===== config.mk =====
export PLATFORM = sky130hd
export DESIGN_NAME = serial_adder
export DESIGN_NICKNAME = d
export VERILOG_FILES = /design/src/rtl/serial_adder.sv
export SDC_FILE = /design/constraint.sdc
export NUM_CORES = 1
export LEC_CHECK = 0
export CAP_MARGIN = 10
export CORE_MARGIN = 4
export CORE_UTILIZATION = 46
export DETAILED_ROUTE_END_ITERATION = 8
export PLACE_DENSITY = 0.84
export SLEW_MARGIN = 20
export SYNTH_ARGS = -nofsm -noshare
export SYNTH_HDL_FRONTEND = slang
export SYNTH_SLANG_ARGS = --single-unit

===== constraint.sdc =====
create_clock -name clk -period 1.27 [get_ports clk]
set_input_delay 0.127 -clock clk [delete_from_list [all_inputs] [get_ports clk]]
set_output_delay 0.127 -clock clk [all_outputs]
set_load 0.02 [all_outputs]

===== src/rtl/serial_adder.sv =====
`default_nettype none
// ============================================================================
// Module   : serial_adder (with the Adder1bit full-adder cell)
// Purpose  : Bit-serial WIDTH-bit adder. On an accepted start it latches A, B
//            and Cin. It then feeds one bit pair per clock, LSB first, through
//            the single Adder1bit cell, using a registered carry loop. The
//            serial sum is reassembled into a parallel result with carry-out,
//            and completion is flagged with a one-cycle done pulse.
// Ports    : clk   - rising-edge clock
//            reset - asynchronous, active-high reset
//            start - request, sampled only in IDLE (and in the done cycle)
//            A, B  - WIDTH-bit operands, sampled on the accepting edge
//            Cin   - initial carry, sampled on the accepting edge
//            busy  - high while an addition is in progress
//            done  - one-cycle completion pulse
//            S     - registered sum of the last completed addition
//            Cout  - registered carry-out of the last completed addition
// Revision : 1.0 - initial release
// ============================================================================

// ----------------------------------------------------------------------------
// Adder1bit: existing 1-bit full adder cell (purely combinational).
// Ports: a, b, ci inputs; s sum, co carry-out.
// ----------------------------------------------------------------------------
module Adder1bit (
  input  logic a,
  input  logic b,
  input  logic ci,
  output logic s,
  output logic co
);
  assign s  = a ^ b ^ ci;
  assign co = (a & b) | (a & ci) | (b & ci);
endmodule

module serial_adder #(
  parameter int WIDTH = 8
) (
  input  logic             clk,
  input  logic             reset,
  input  logic             start,
  input  logic [WIDTH-1:0] A,
  input  logic [WIDTH-1:0] B,
  input  logic             Cin,
  output logic             busy,
  output logic             done,
  output logic [WIDTH-1:0] S,
  output logic             Cout
);

  // The counter must hold 0..WIDTH-1. It still needs one bit when WIDTH is 1.
  localparam int            CW   = (WIDTH > 1) ? $clog2(WIDTH) : 1;
  localparam logic [CW-1:0] LAST = CW'(WIDTH - 1);

  localparam logic [0:0] ST_IDLE  = 1'b0;
  localparam logic [0:0] ST_SHIFT = 1'b1;

  logic [0:0]       r_state;
  logic [WIDTH-1:0] r_a_sr;
  logic [WIDTH-1:0] r_b_sr;
  logic [WIDTH-1:0] r_sum_sr;
  logic             r_carry;
  logic [CW-1:0]    r_count;
  logic             r_busy;
  logic             r_done;
  logic [WIDTH-1:0] r_s;
  logic             r_cout;

  logic             w_s;
  logic             w_co;
  logic [WIDTH-1:0] w_sum_next;

  Adder1bit u_fa (
    .a  (r_a_sr[0]),
    .b  (r_b_sr[0]),
    .ci (r_carry),
    .s  (w_s),
    .co (w_co)
  );

  // The new sum bit enters at the MSB, so after WIDTH shifts the LSB-first
  // stream sits in natural bit order.
  generate
    if (WIDTH == 1) begin : g_sum_w1
      assign w_sum_next = w_s;
    end else begin : g_sum_wn
      assign w_sum_next = {w_s, r_sum_sr[WIDTH-1:1]};
    end
  endgenerate

  always_ff @(posedge clk or posedge reset) begin
    if (reset) begin
      r_state  <= ST_IDLE;
      r_a_sr   <= '0;
      r_b_sr   <= '0;
      r_sum_sr <= '0;
      r_carry  <= 1'b0;
      r_count  <= '0;
      r_busy   <= 1'b0;
      r_done   <= 1'b0;
      r_s      <= '0;
      r_cout   <= 1'b0;
    end else begin
      case (r_state)
        ST_IDLE: begin
          // done lasts only one cycle. A start in the done cycle is accepted
          // here, which gives back-to-back operation.
          r_done <= 1'b0;
          if (start) begin
            r_a_sr  <= A;
            r_b_sr  <= B;
            r_carry <= Cin;
            r_count <= '0;
            r_busy  <= 1'b1;
            r_state <= ST_SHIFT;
          end
        end
        ST_SHIFT: begin
          r_sum_sr <= w_sum_next;
          r_carry  <= w_co;
          r_a_sr   <= r_a_sr >> 1;
          r_b_sr   <= r_b_sr >> 1;
          r_count  <= r_count + CW'(1);
          if (r_count == LAST) begin
            // S and Cout are updated only here, so they never show a partial sum.
            r_s     <= w_sum_next;
            r_cout  <= w_co;
            r_done  <= 1'b1;
            r_busy  <= 1'b0;
            r_state <= ST_IDLE;
          end
        end
        default: begin
          r_state <= ST_IDLE;
          r_busy  <= 1'b0;
          r_done  <= 1'b0;
        end
      endcase
    end
  end

  assign busy = r_busy;
  assign done = r_done;
  assign S    = r_s;
  assign Cout = r_cout;

endmodule
`default_nettype wire

Yosys cells after proc, flatten, opt, wreduce, memory -nomap -nowiden
Index checks and enable logic that the tools add are counted.

cells by class
  multipliers = 0
  equal/unequal tests = 3
  order comparisons = 0
  multiplexer cells = 16
  bitwise operators = 8
  shift operators = 0
  divide/modulo/power cells = 0
  add/sub/neg operators = 1
  reductions and logical operators = 2

operators by type and width
  cell                 number
  $pmux 8 s2           2
  $mux 8               2
  $pmux 1 s2           4
  $mux 1               6
  $pmux 3 s2           1
  $reduce_and 2->1     2
  $add 3x1->3 const B  1
  $and 1x1->1          3
  $eq 3x3->1 const B   1
  $mux 3               1
  $ne 2x1->1 const B   1
  $ne 2x2->1 const B   1
  $or 1x1->1           2
  $xor 1x1->1          2
  $not 1->1            1

storage, ports and cells
  latch bits = 0
  logic and storage cells = 40
  RAM bits = 0
  ROM bits = 0
  output and inout port bits = 11
  memories = 0
  register bits after elaboration = 40
  bits of input ports = 20

Depth between registers and ports, before layout
  depth in word-level cells = 4
  depth in mapped cells = 4
  mapped depth without buffers = 4

Hierarchy
A second synthesis with hierarchy kept.

unflattened totals
  cells, all modules = 127
  area, all modules = 1702.9 µm²

by module, submodules not included
  module        cells each  instances  sequential area each (µm²)  area each (µm²)
  serial_adder  126         1          975.9                       1682.9
  Adder1bit     1           1          0.0                         20.0

Worst setup path after synthesis
Ideal clock, no wire load.

  kind = reg-to-reg
  start = reg r_count[0]
  end = reg r_cout (netlist: Cout)
  arrival = 1.253 ns
  setup time = 0.125 ns
  slack = -0.108 ns
  data required time = 1.145 ns
  clock period less this slack = 1.378 ns
  path buffers = 0
  cell stages (with the launch flop) = 5
  path through = dfrtp_1 > ha_1 > ha_1 > nand2_8 > mux2_4

between the ends
  longest elaborated chain between the ends = 2

RTL lines
  element                            RTL line  source
  start, declared                    63        logic [CW-1:0] r_count;
  start signal, assigned             123       r_count <= r_count + CW'(1);
  $eq 3x3->1                         124       if (r_count == LAST) begin
  $reduce_and 2->1 (no source line)  --
  end signal, assigned               127       r_cout <= w_co;
  end, declared                      67        logic r_cout;

No other way between the ends.
A chain may end at the register's enable or synchronous reset.

Worst setup path after layout
Same ends and word-level chain as after synthesis.

==> summary.md <==
| Metric | Value |
|---|---|
| CORE AREA | `0.003442 sq mm` |
| Tightest Hold Check Type | `input pin to asynchronous set/reset pin` |
| First-pass GRT wire length | `5237 um` |
| Power density over cell area | `2249 mW/mm^2` |
| Die Wd | `68.82 um` |
| Routability Congestion | `0.7287` |
| CP endpoint kind | `flip-flop` |
| Inserted Diodes | `0` |
| Worst-case vdd ir drop | `1.001 mV` |
| Critical path origin | `r_count[0]` |
| RSZ-0062 raised after global routing | `yes` |
| Initial antenna violation count | `0` |
| LEAKAGE | `0.001067 uW` |
| Seq cells post-synth | `39` |
| Cts bufs inserted | `5` |
| Clock sink count | `39` |
| Startpoint type of the worst setup path | `flip-flop` |
| WL final | `3041 um` |
| Final min period | `1.313 ns` |
| Achievable Freq | `761.6 MHz` |
| Maximum root-to-sink buffer count | `2` |
| Hold Violations, Final | `0` |
| Io pins | `31` |
| Pre-Repair DR Iteration Count | `4` |
| Sequential fraction of the synthesis area | `57.35%` |
| Period Utilization, post-route | `103.4%` |
| # H-tree levels | `2` |
| Nets | `187` |
| Worst Setup Slack, final | `-0.04303 ns` |
| Crit Path Class | `flip-flop to flip-flop` |
| Reg2Reg Launch Point | `r_count[0]` |
| Post-Syn Area per Cell | `13.51 sq um` |
| PortBufs | `30` |
| Gr usage total | `15.60%` |
| Relative slew slack | `83.71%` |
| Met3 Wirelength | `171 um` |
| Max Transition Viols Final | `0` |
| Clock slew at reported path FFs | `0.08 ns` |
| Core Rows | `21` |
| Root buffer cell | `clkbuf_8` |
| Initial core utilization | `49.44%` |
| Remaining DRCs | `0` |
| Detailed Place HPWL | `2081 um` |
| Netlist cell types | `20` |
| GRT Residual Overflow | `0` |
| Gate Count Post-Synth | `126` |
| Tightest Pin Transition | `0.2434 ns` |
| Pwr Total | `4903 uW` |
| Wirelength per Cell | `14.48 um` |
| Clk_lat worst skew | `0.30 ns` |
| Synth Cell Area | `0.001702 sq mm` |
| Final design utilization | `63.32%` |
| Critical Path Fanout Max | `4` |
| Syn nets | `150` |
| Met1 wire length | `1288 um` |
| WL met2 | `1504 um` |
| Largest net degree at the start of global routing | `40` |
| Outcome | `complete, but fails checks` |
| CP required | `1.46 ns` |
| Die Ht | `68.82 um` |
| Vias | `1058` |
| Routed vias/inst | `5.038` |
| WP data arrival | `1.50 ns` |
| Failing checks | `setup timing` |
| Area Overhead vs Synth | `28.09%` |
| Max-cap check violation count | `0` |
| DR top layer | `met4` |
| Final Setup Violations | `10` |
| Hold WS | `0.1887 ns` |
| Vias in the first global route | `1064` |
| Antenna-violating nets left | `0` |
| DRT iter0 DRCs | `69` |
| TritonCTS clock tree | `yes` |
| Share of cells above drive strength 1 | `21.34%` |
| Warnings from Yosys | `0` |
| Die ar. | `0.004736 sq mm` |
| Clk_skew | `0.006938 ns` |
==> synthesized netlist by cell type <==
cell type / n / share of area (%)
o21ai_0: 8 / 2.4
ha_1: 3 / 2.2
nand2_8: 1 / 1.2
fa_1: 1 / 1.2
a21oi_1: 1 / 0.29
nor2_1: 4 / 0.88
o21a_1: 1 / 0.44
buf_8: 1 / 0.88
o22ai_1: 1 / 0.37
buf_6: 3 / 2.0
mux2_2: 8 / 5.3
a22o_1: 2 / 1.0
clkbuf_1: 1 / 0.22
dfrtp_1: 39 / 57
nand2_1: 15 / 3.3
o21ai_1: 7 / 2.1
buf_2: 2 / 0.59
mux2i_1: 17 / 10
mux2_4: 9 / 7.9
inv_1: 2 / 0.44
==> timing repair <==
item,4_1_cts,5_1_grt
cloned,1,0
setup buffers,1,0
hold buffers,0,0
resized for setup,12,0
pin swaps,2,1
endpoints found under the setup margin,21,10
==> worst max-delay path, cell delays in order, from the launching register on <==
cell and delay (ns):
dfrtp_1 0.39, ha_2 0.21, ha_4 0.20, nand2_4 0.10, mux2_4 0.30
==> cell families after synthesis <==
| logic type | after synthesis | synth area share [%] |
|---|---|---|
| compound gates | 20 | 6.544 |
| fa+ha+maj | 4 | 3.383 |
| buf+inv | 9 | 4.117 |
| flops | 39 | 57.35 |
| mux | 34 | 23.24 |
| simple gates | 20 | 5.367 |
==> area by class of cell <==
type / instances / area, sq um
Fill cell: 253 / 1262
Sequential cell: 39 / 975.9
Multi-Input combinational cell: 79 / 685.7
Timing Repair Buffer: 36 / 369.1
Clock buffer: 5 / 68.82
Tap cell: 46 / 57.56
Clock inverter: 3 / 15.01
Inverter: 2 / 7.507
==> flip-flops by register name, summed over array words and instances (netlist names) <==
| signal | count |
|---|---|
| done | 1 |
| busy | 1 |
| S | 8 |
| r_sum_sr | 7 |
| r_carry | 1 |
| Cout | 1 |
| r_count | 3 |
| r_b_sr | 8 |
| r_a_sr | 8 |
| r_state | 1 |
==> metal layers <==
layer | global-route usage (%) | vias to the layer above
met1 | 20.11 | 516
met2 | 23.96 | 27
li1 | - | 509
met3 | 4.214 | 6
met5 | 0 | -
met4 | 8.273 | 0
==> through the flow <==
| stage | instances | TNS, ns | cell area (sq um) | worst slack (ns) |
|---|---|---|---|---|
| finish | 210 | -0.3466 | 2180 | -0.04303 |
| CTS | 210 | -0.4184 | 2180 | -0.05099 |
| global placement | 200 | -0.1363 | 2087 | -0.02032 |
| detailed placement | 200 | -0.4806 | 2087 | -0.05778 |
| floorplan | 126 | 0 | 1717 | 0.01053 |
| global route | 210 | -0.7374 | 2180 | -0.08867 |
==> where the power goes <==
part           internal (uW)  switching [uW]
Sequential              1760             332
Combinational           1090             917
Clock                    375             426
Total                   3230            1670
==> placed cells by master (no fill, tap or decap) <==
cell type | netlist | final
a21oi_1 | 1 | 1
a22o_1 | 2 | 2
buf_12 | 0 | 3
buf_4 | 0 | 3
clkbuf_8 | 0 | 5
clkdlybuf4s50_1 | 0 | 19
clkinv_2 | 0 | 3
dfrtp_1 | 39 | 39
dlygate4sd2_1 | 0 | 11
fa_1 | 1 | 1
ha_1 | 3 | 1
ha_2 | 0 | 1
ha_4 | 0 | 1
inv_1 | 2 | 2
mux2_2 | 8 | 7
mux2_4 | 9 | 10
mux2i_1 | 17 | 17
nand2_1 | 15 | 15
nand2_4 | 0 | 1
nand2_8 | 1 | 1
nor2_1 | 4 | 4
o21a_1 | 1 | 1
o21ai_0 | 8 | 8
o21ai_1 | 7 | 7
o22ai_1 | 1 | 1
==> path summary, 6_finish.rpt <==
path / endpoint / slack (ns) / depth (start not counted)
min reg2reg: r_a_sr[2] / 0.49 / 2
max reg2reg: Cout / -0.04 / 4
min: r_b_sr[3] / 0.19 / 3
max in group asynchronous: r_b_sr[4] / 0.88 / 3
max: Cout / -0.04 / 4
min in group clk: r_a_sr[7] / 0.45 / 3
Note: power is estimated with default switching activity, not from simulation.
